$ cat src/rtl/decode24_pkg.sv
// Shared types and defaults for the 2-to-4 sequenced decoder.
package decode24_pkg;

  localparam int unsigned HOLD_DEF = 4;
  localparam int unsigned CW_DEF   = 8;
  localparam int unsigned CODE_W   = 2;
  localparam int unsigned Y_W      = 4;

  typedef enum logic [1:0] {
    IDLE  = 2'd0,
    DRIVE = 2'd1,
    DONE  = 2'd2
  } state_e;

  // Binary code to one-hot pattern.
  function automatic logic [Y_W-1:0] onehot4(input logic [CODE_W-1:0] code);
    onehot4 = Y_W'(1) << code;
  endfunction

endpackage

$ cat src/rtl/decode24_seq_hold_cnt.sv
// Loadable down-counter that saturates at zero; zero flag is combinational.
module dec_hold_cnt #(
  parameter int unsigned CW = 8
) (
  input  logic          clk,
  input  logic          rst_n,
  input  logic          load_i,
  input  logic [CW-1:0] load_val_i,
  input  logic          dec_i,
  output logic          zero_c
);

  logic [CW-1:0] cnt_q, cnt_d;

  // Load wins over decrement; decrement is blocked at zero so the count cannot wrap.
  always_comb begin
    cnt_d = cnt_q;
    if (load_i) begin
      cnt_d = load_val_i;
    end else if (dec_i && (cnt_q != '0)) begin
      cnt_d = cnt_q - CW'(1);
    end
  end

  always_ff @(posedge clk or negedge rst_n) begin
    if (!rst_n) begin
      cnt_q <= '0;
    end else begin
      cnt_q <= cnt_d;
    end
  end

  assign zero_c = (cnt_q == '0);

endmodule

$ cat src/rtl/decode24_seq.sv
// Accepts a 2-bit code, drives its one-hot decode for HOLD cycles, then pulses done.
module decode24_seq
  import decode24_pkg::*;
#(
  parameter int unsigned HOLD = HOLD_DEF,
  parameter int unsigned CW   = CW_DEF
) (
  input  logic              clk,
  input  logic              rst_n,
  input  logic              en,
  input  logic              in_valid,
  output logic              in_ready,
  input  logic [CODE_W-1:0] in_code,
  output logic [Y_W-1:0]    y,
  output logic              busy,
  output logic              done
);

  state_e              state_q, state_d;
  logic [Y_W-1:0]      y_q, y_d;
  logic                busy_q, busy_d;
  logic                done_q, done_d;
  logic [CODE_W-1:0]   code_q, code_d;
  logic                cnt_load, cnt_dec, cnt_zero;
  logic [CW-1:0]       cnt_load_val;

  dec_hold_cnt #(.CW(CW)) u_hold_cnt (
    .clk        (clk),
    .rst_n      (rst_n),
    .load_i     (cnt_load),
    .load_val_i (cnt_load_val),
    .dec_i      (cnt_dec),
    .zero_c     (cnt_zero)
  );

  // Next-state and next-output logic; in_ready is the only combinational output.
  always_comb begin
    state_d      = state_q;
    y_d          = y_q;
    busy_d       = busy_q;
    done_d       = 1'b0;
    code_d       = code_q;
    cnt_load     = 1'b0;
    cnt_dec      = 1'b0;
    cnt_load_val = '0;
    in_ready     = 1'b0;
    case (state_q)
      IDLE: begin
        in_ready = en;
        y_d      = '0;
        busy_d   = 1'b0;
        if (in_valid && en) begin
          state_d      = DRIVE;
          code_d       = in_code;
          y_d          = onehot4(in_code);
          busy_d       = 1'b1;
          cnt_load     = 1'b1;
          cnt_load_val = CW'(HOLD - 1);
        end
      end
      DRIVE: begin
        if (!en) begin
          // Abort clears the counter so no stale count survives into the next code.
          state_d  = IDLE;
          y_d      = '0;
          busy_d   = 1'b0;
          cnt_load = 1'b1;
        end else if (cnt_zero) begin
          state_d = DONE;
          y_d     = '0;
          busy_d  = 1'b0;
          done_d  = 1'b1;
        end else begin
          y_d     = onehot4(code_q);
          busy_d  = 1'b1;
          cnt_dec = 1'b1;
        end
      end
      DONE: begin
        state_d = IDLE;
        y_d     = '0;
        busy_d  = 1'b0;
      end
      default: begin
        state_d = IDLE;
        y_d     = '0;
        busy_d  = 1'b0;
      end
    endcase
  end

  always_ff @(posedge clk or negedge rst_n) begin
    if (!rst_n) begin
      state_q <= IDLE;
      y_q     <= '0;
      busy_q  <= 1'b0;
      done_q  <= 1'b0;
      code_q  <= '0;
    end else begin
      state_q <= state_d;
      y_q     <= y_d;
      busy_q  <= busy_d;
      done_q  <= done_d;
      code_q  <= code_d;
    end
  end

  assign y    = y_q;
  assign busy = busy_q;
  assign done = done_q;

endmodule
$ cat config.mk
export PLATFORM = sky130hd
export DESIGN_NAME = decode24_seq
export DESIGN_NICKNAME = d
export VERILOG_FILES = /design/src/rtl/decode24_pkg.sv /design/src/rtl/decode24_seq_hold_cnt.sv /design/src/rtl/decode24_seq.sv
export SDC_FILE = /design/constraint.sdc
export NUM_CORES = 1
export LEC_CHECK = 0
export ABC_AREA = 1
export CAP_MARGIN = 30
export CORE_MARGIN = 4
export CORE_UTILIZATION = 45
export CTS_CLUSTER_DIAMETER = 50
export CTS_CLUSTER_SIZE = 12
export DETAILED_ROUTE_END_ITERATION = 10
export PLACE_DENSITY = 0.7
export SLEW_MARGIN = 15
export SYNTH_ARGS = -nofsm -noshare
export SYNTH_HDL_FRONTEND = slang
export SYNTH_SLANG_ARGS = --single-unit
$ cat constraint.sdc
create_clock -name clk -period 1.39 [get_ports clk]
set_input_delay 0.139 -clock clk [delete_from_list [all_inputs] [get_ports clk]]
set_output_delay 0.139 -clock clk [all_outputs]
set_load 0.02 [all_outputs]
# Yosys cells after proc, flatten, opt, wreduce, memory -nomap -nowiden
# Index checks and enable logic that the tools add are counted.
# word_totals
regBits,18
latch_bits,0
ram_bits,0
mem_bits_ro,0
input_bits,6
out_inout_bits,7
elab_cells,43
n_memories,0
# op_classes
addsub,1
mul,0
div,0
magnitude_cmp,0
eq_ne,3
shifts,2
mux,23
n_bitwise,0
n_reduce_logical,8
# ops
operator,count
$mux W8,2
$mux W4,3
$mux W2,5
$mux W1,9
$logic_not A8 Y1,1
$pmux W4 S2,1
$reduce_bool A8 Y1,1
$shl A1 B2 Y4 const A,2
$sub A8 B1 Y8 const B,1
$pmux W1 S2,2
$pmux W2 S2,1
$reduce_and A2 Y1,2
$ne A3 B3 Y1 const B,1
$eq A2 B1 Y1 const B,1
$logic_and A1 B1 Y1,2
$logic_not A2 Y1,1
$ne A2 B2 Y1 const B,1
$reduce_bool A2 Y1,1

# Longest topological paths before layout
# Gate-level depths: netlist of the first run.
# logic_depth
word_depth,7
ltp_mapped,9
depth_no_buf,9

# Modules after synthesis
# Synthesis of the first run repeated with hierarchy kept, for this count alone.
# hier_totals
cells_unflattened,156
area_unflattened_um2,1092.3
# modules_own_cells
mod,instances,cells_per_inst,area_per_inst_um2,seq_area_each_um2
dec_hold_cnt,1,93,596.8,200.2
decode24_seq,1,63,495.5,250.2

# Worst setup path before layout of the first run
# OpenSTA, ideal clock, no wires.
# synth_path
path_kind,reg2reg
startpoint,register u_hold_cnt.cnt_q[0]
endpoint,register u_hold_cnt.cnt_q[0]
setup_ps,127
arrival_ps,1184
required_ps,1263
slack_ps,79
path_stages_with_launch,8
n_path_buf,0
synth_period_minus_slack_ps,1311
cell_sequence,dfrtp_1 inv_1 ha_1 nand3_1 o21ai_4 nand2_4 nand2_1 o21ai_0
# synth_between
elab_chain_len,6
word_cells_on_any_way,10
classes_between,add/sub: 1; mux: 5; reduce/logical: 4
# synth_rtl
item,line,text
"start, declared",decode24_seq_hold_cnt.sv:13,"logic [CW-1:0] cnt_q, cnt_d;"
"start signal, assigned",decode24_seq_hold_cnt.sv:29,cnt_q <= cnt_d;
"parallel branches: the longest is 6 deep, another holds $sub A8 B1 Y8",n/a,
# Several ways; the timed one is not identified. The select of a mux whose other input is x is not followed.
# A chain may end at the register's enable or synchronous reset.

# Worst setup path after layout of the first run
# layout_path
startpoint,register busy_q (netlist: busy)
endpoint,output busy
# layout_lines
item,line,text
"start, declared",decode24_seq.sv:21,"logic busy_q, busy_d;"
"start signal, assigned",decode24_seq.sv:102,busy_q <= busy_d;
"end, declared",decode24_seq.sv:15,"output logic busy,"
# No word-level cell between the ends.

==> results.cfg, run 1 <==
[worst_hold_path]
hold_path_class = in -> async

[synthesis]
syn_inst = 113
synth_area_um2 = 915.9
synth_cell_types = 16
synth_seq_cells = 18
syn_avg_cell_area_um2 = 8.105
yosys_warnings = 0
syn_nets = 121
seq_area_frac_synth_pct = 49.18

[finish]
fill_cells = 187
post-route-util_pct = 64.24
final_nets = 153
areaGrowthSynthToFinish_pct = 36.20
regArea_um2 = 450.4
antenna_cells = 0
drive_gt1_share_pct = 22.22
multi_input_area_um2 = 420.4

[global_route]
grt_pass1_wl_um = 3201
grt_usage_pct = 15.88
grt_pass1_vias = 741
grt_max_degree = 19
antenna_found_initial = 0
gr-total-overflow = 0

[sta]
clock_skew_ns = 0.004378
finalHoldViolCount = 0
finalSetupViolations = 0
slew_headroom_pct = 83.89
tightest_slew_ns = 0.2413
hold_ws_ns = 0.1570
fmax_mhz = 743.2
rsz0062_at_grt = false
min_period_over_period_pct = 96.79
maxSlewViolCount = 0
fin_crit_ns = 1.345

[power]
p_per_area_nw_per_um2 = 2266
ir_drop_uv = 1865
p_leak_nw = 0.7394

[clock_network]
htree_levels = 1
root_buffer = clkbuf_4
clk_path_buf_depth = 2
clk_pin_slew_worst_paths_ns = 0.10
clock_latency_ns = 0.29
cts_tree = built
hold_buffers = 0
cts.sinks = 18
numCtsBuffers = 3

[placement]
gp_congestion = 0.7747
dp_hpwl_um = 1468
portBuffers = 12

[outcome]
status = finished, final reports clean

[drt]
vias = 831
ant_nets = 0
totalWireLength_um = 1958
drc_errors = 0
first_pass_iters = 4
vias_per_cell = 4.860
drtIter0Drc = 11
wl_per_cell_um = 11.45

[die]
io_pins = 13
placementRows = 16
die_h_um = 53.12
die_w_um = 53.12
core_area_um2 = 1942
die_area_um2 = 2821
floorplan.initialDensity_pct = 47.16

[critical_path]
crit_path_max_fanout = 1
start_kind = register
worstPathRequired_ns = 1.25
crit_family = buffers and inverters
cp_num_buf_inv = 1
cp_cell_sequence = clkdlybuf4s50_1
endpoint_kind = primary output
arrival_ns = 1.21
worst_path_largest_cell_delay_ns = 0.59
slowest_stage = clkdlybuf4s50_1
worstSetupPathType = reg -> out

[job]
max-cap-violations = 0
## Yosys cell counts
| cell | instances | area (um^2) |
|---|---|---|
| nand2_4 | 1 | 11.26 |
| clkinv_2 | 1 | 5.000 |
| nand4_1 | 6 | 37.54 |
| o32ai_1 | 1 | 8.760 |
| nor2_1 | 9 | 33.78 |
| xor2_1 | 1 | 8.760 |
| nor2_4 | 2 | 22.52 |
| nor3_1 | 2 | 10.01 |
| o21ai_0 | 10 | 50.05 |
| a21o_2 | 1 | 8.760 |
| dfrtp_1 | 18 | 450.4 |
| o21ai_4 | 1 | 16.27 |
| nand3_1 | 8 | 40.04 |
| nand2_1 | 34 | 127.6 |
| ha_1 | 2 | 25.02 |
| inv_1 | 16 | 60.06 |
## layout make-up
type	count	area share [%]
Clock buffer	4	2.909
Inverter	17	5.316
Multi-Input combinational cell	78	33.70
Sequential cell	18	36.11
Tap cell	27	2.708
Timing Repair Buffer	27	19.26
## final timing paths
| path | slack (ns) | startpoint | endpoint | cells after the start |
|---|---|---|---|---|
| min in group clk | 0.52 | in_code[0] | y[2] | 2 |
| min reg2reg | 0.52 | u_hold_cnt.cnt_q[7] | u_hold_cnt.cnt_q[7] | 2 |
| max | 0.04 | busy | busy | 1 |
| max in group asynchronous | 1.03 | rst_n | y[3] | 2 |
| max reg2reg | 0.08 | u_hold_cnt.cnt_q[1] | u_hold_cnt.cnt_q[1] | 7 |
| min | 0.16 | rst_n | done | 2 |
## registers in the layout, summed over array words and instances (netlist names)
| signal | count |
|---|---|
| u_hold_cnt.cnt_q | 8 |
| y | 4 |
| code_q | 2 |
| state_q | 2 |
| busy | 1 |
| done | 1 |
## power by group
| group | switching [mW] | leakage, nW | internal [mW] | total (mW) |
|---|---|---|---|---|
| logic | 0.974 | 0.479 | 0.691 | 1.66 |
| clock network | 0.160 | 0.0210 | 0.159 | 0.320 |
| registers | 0.128 | 0.240 | 0.715 | 0.843 |
## cells by family (layout without fill, tap and decap cells)
logic type / count (synthesis) / in the layout / synth area share [%]
DFF: 18 / 18 / 49.18
xor gates and xnor gates: 1 / 1 / 0.9565
adders and majority gates: 2 / 2 / 2.732
and+or+nand+nor: 62 / 62 / 30.87
buffers and inverters: 17 / 48 / 7.104
AOI/OAI and AO/OA: 13 / 13 / 9.154
## metrics by stage
step	power (mW)	std cells	instance area (um^2)	setup TNS (ns)	setup WS [ns]
floorplan	1.827	113	915.9	0	0.07884
global placement	2.305	165	1167	-0.4188	-0.1258
detailed placement	2.381	165	1167	-0.7300	-0.1587
CTS	2.709	169	1205	0	0.005755
global route	3.060	171	1247	0	0.006168
finish	2.827	171	1247	0	0.04455
## layout by cell type, fill, tap and decap left out, types with 3 or more instances in the layout
cell type        instances
nand4_1                  6
dlymetal6s2s_1           5
dfrtp_1                 18
clkdlybuf4s50_1          6
nand3_1                  7
nor2_1                   8
inv_1                   14
buf_4                   15
o21ai_0                 10
clkbuf_4                 3
nand2_1                 33
## routing by layer
metal | global-route usage (%) | up-vias | share of wire [%]
met5 | 0 | - | 0
met4 | 7.234 | 0 | 0.87
met3 | 3.380 | 2 | 4.3
met2 | 27.27 | 14 | 50
met1 | 18.76 | 390 | 44
li1 | - | 425 | -
## repair_timing
action	4_1_cts	5_1_grt
resized for setup	3	14
pin swaps	1	3
endpoints found under the setup margin	2	18
buffers inserted	0	2
(Power assumes the default switching activity.)
==> inputs of run 2 (changes only) <==
--- a/config.mk
+++ b/config.mk
@@ -10,7 +10,7 @@
 export CORE_MARGIN = 4
 export CORE_UTILIZATION = 45
 export CTS_CLUSTER_DIAMETER = 50
-export CTS_CLUSTER_SIZE = 12
+export CTS_CLUSTER_SIZE = 40
 export DETAILED_ROUTE_END_ITERATION = 10
 export PLACE_DENSITY = 0.7
 export SLEW_MARGIN = 15
==> results of run 2 <==
The final DEF is identical to that of run 1; final timing and power are the same.
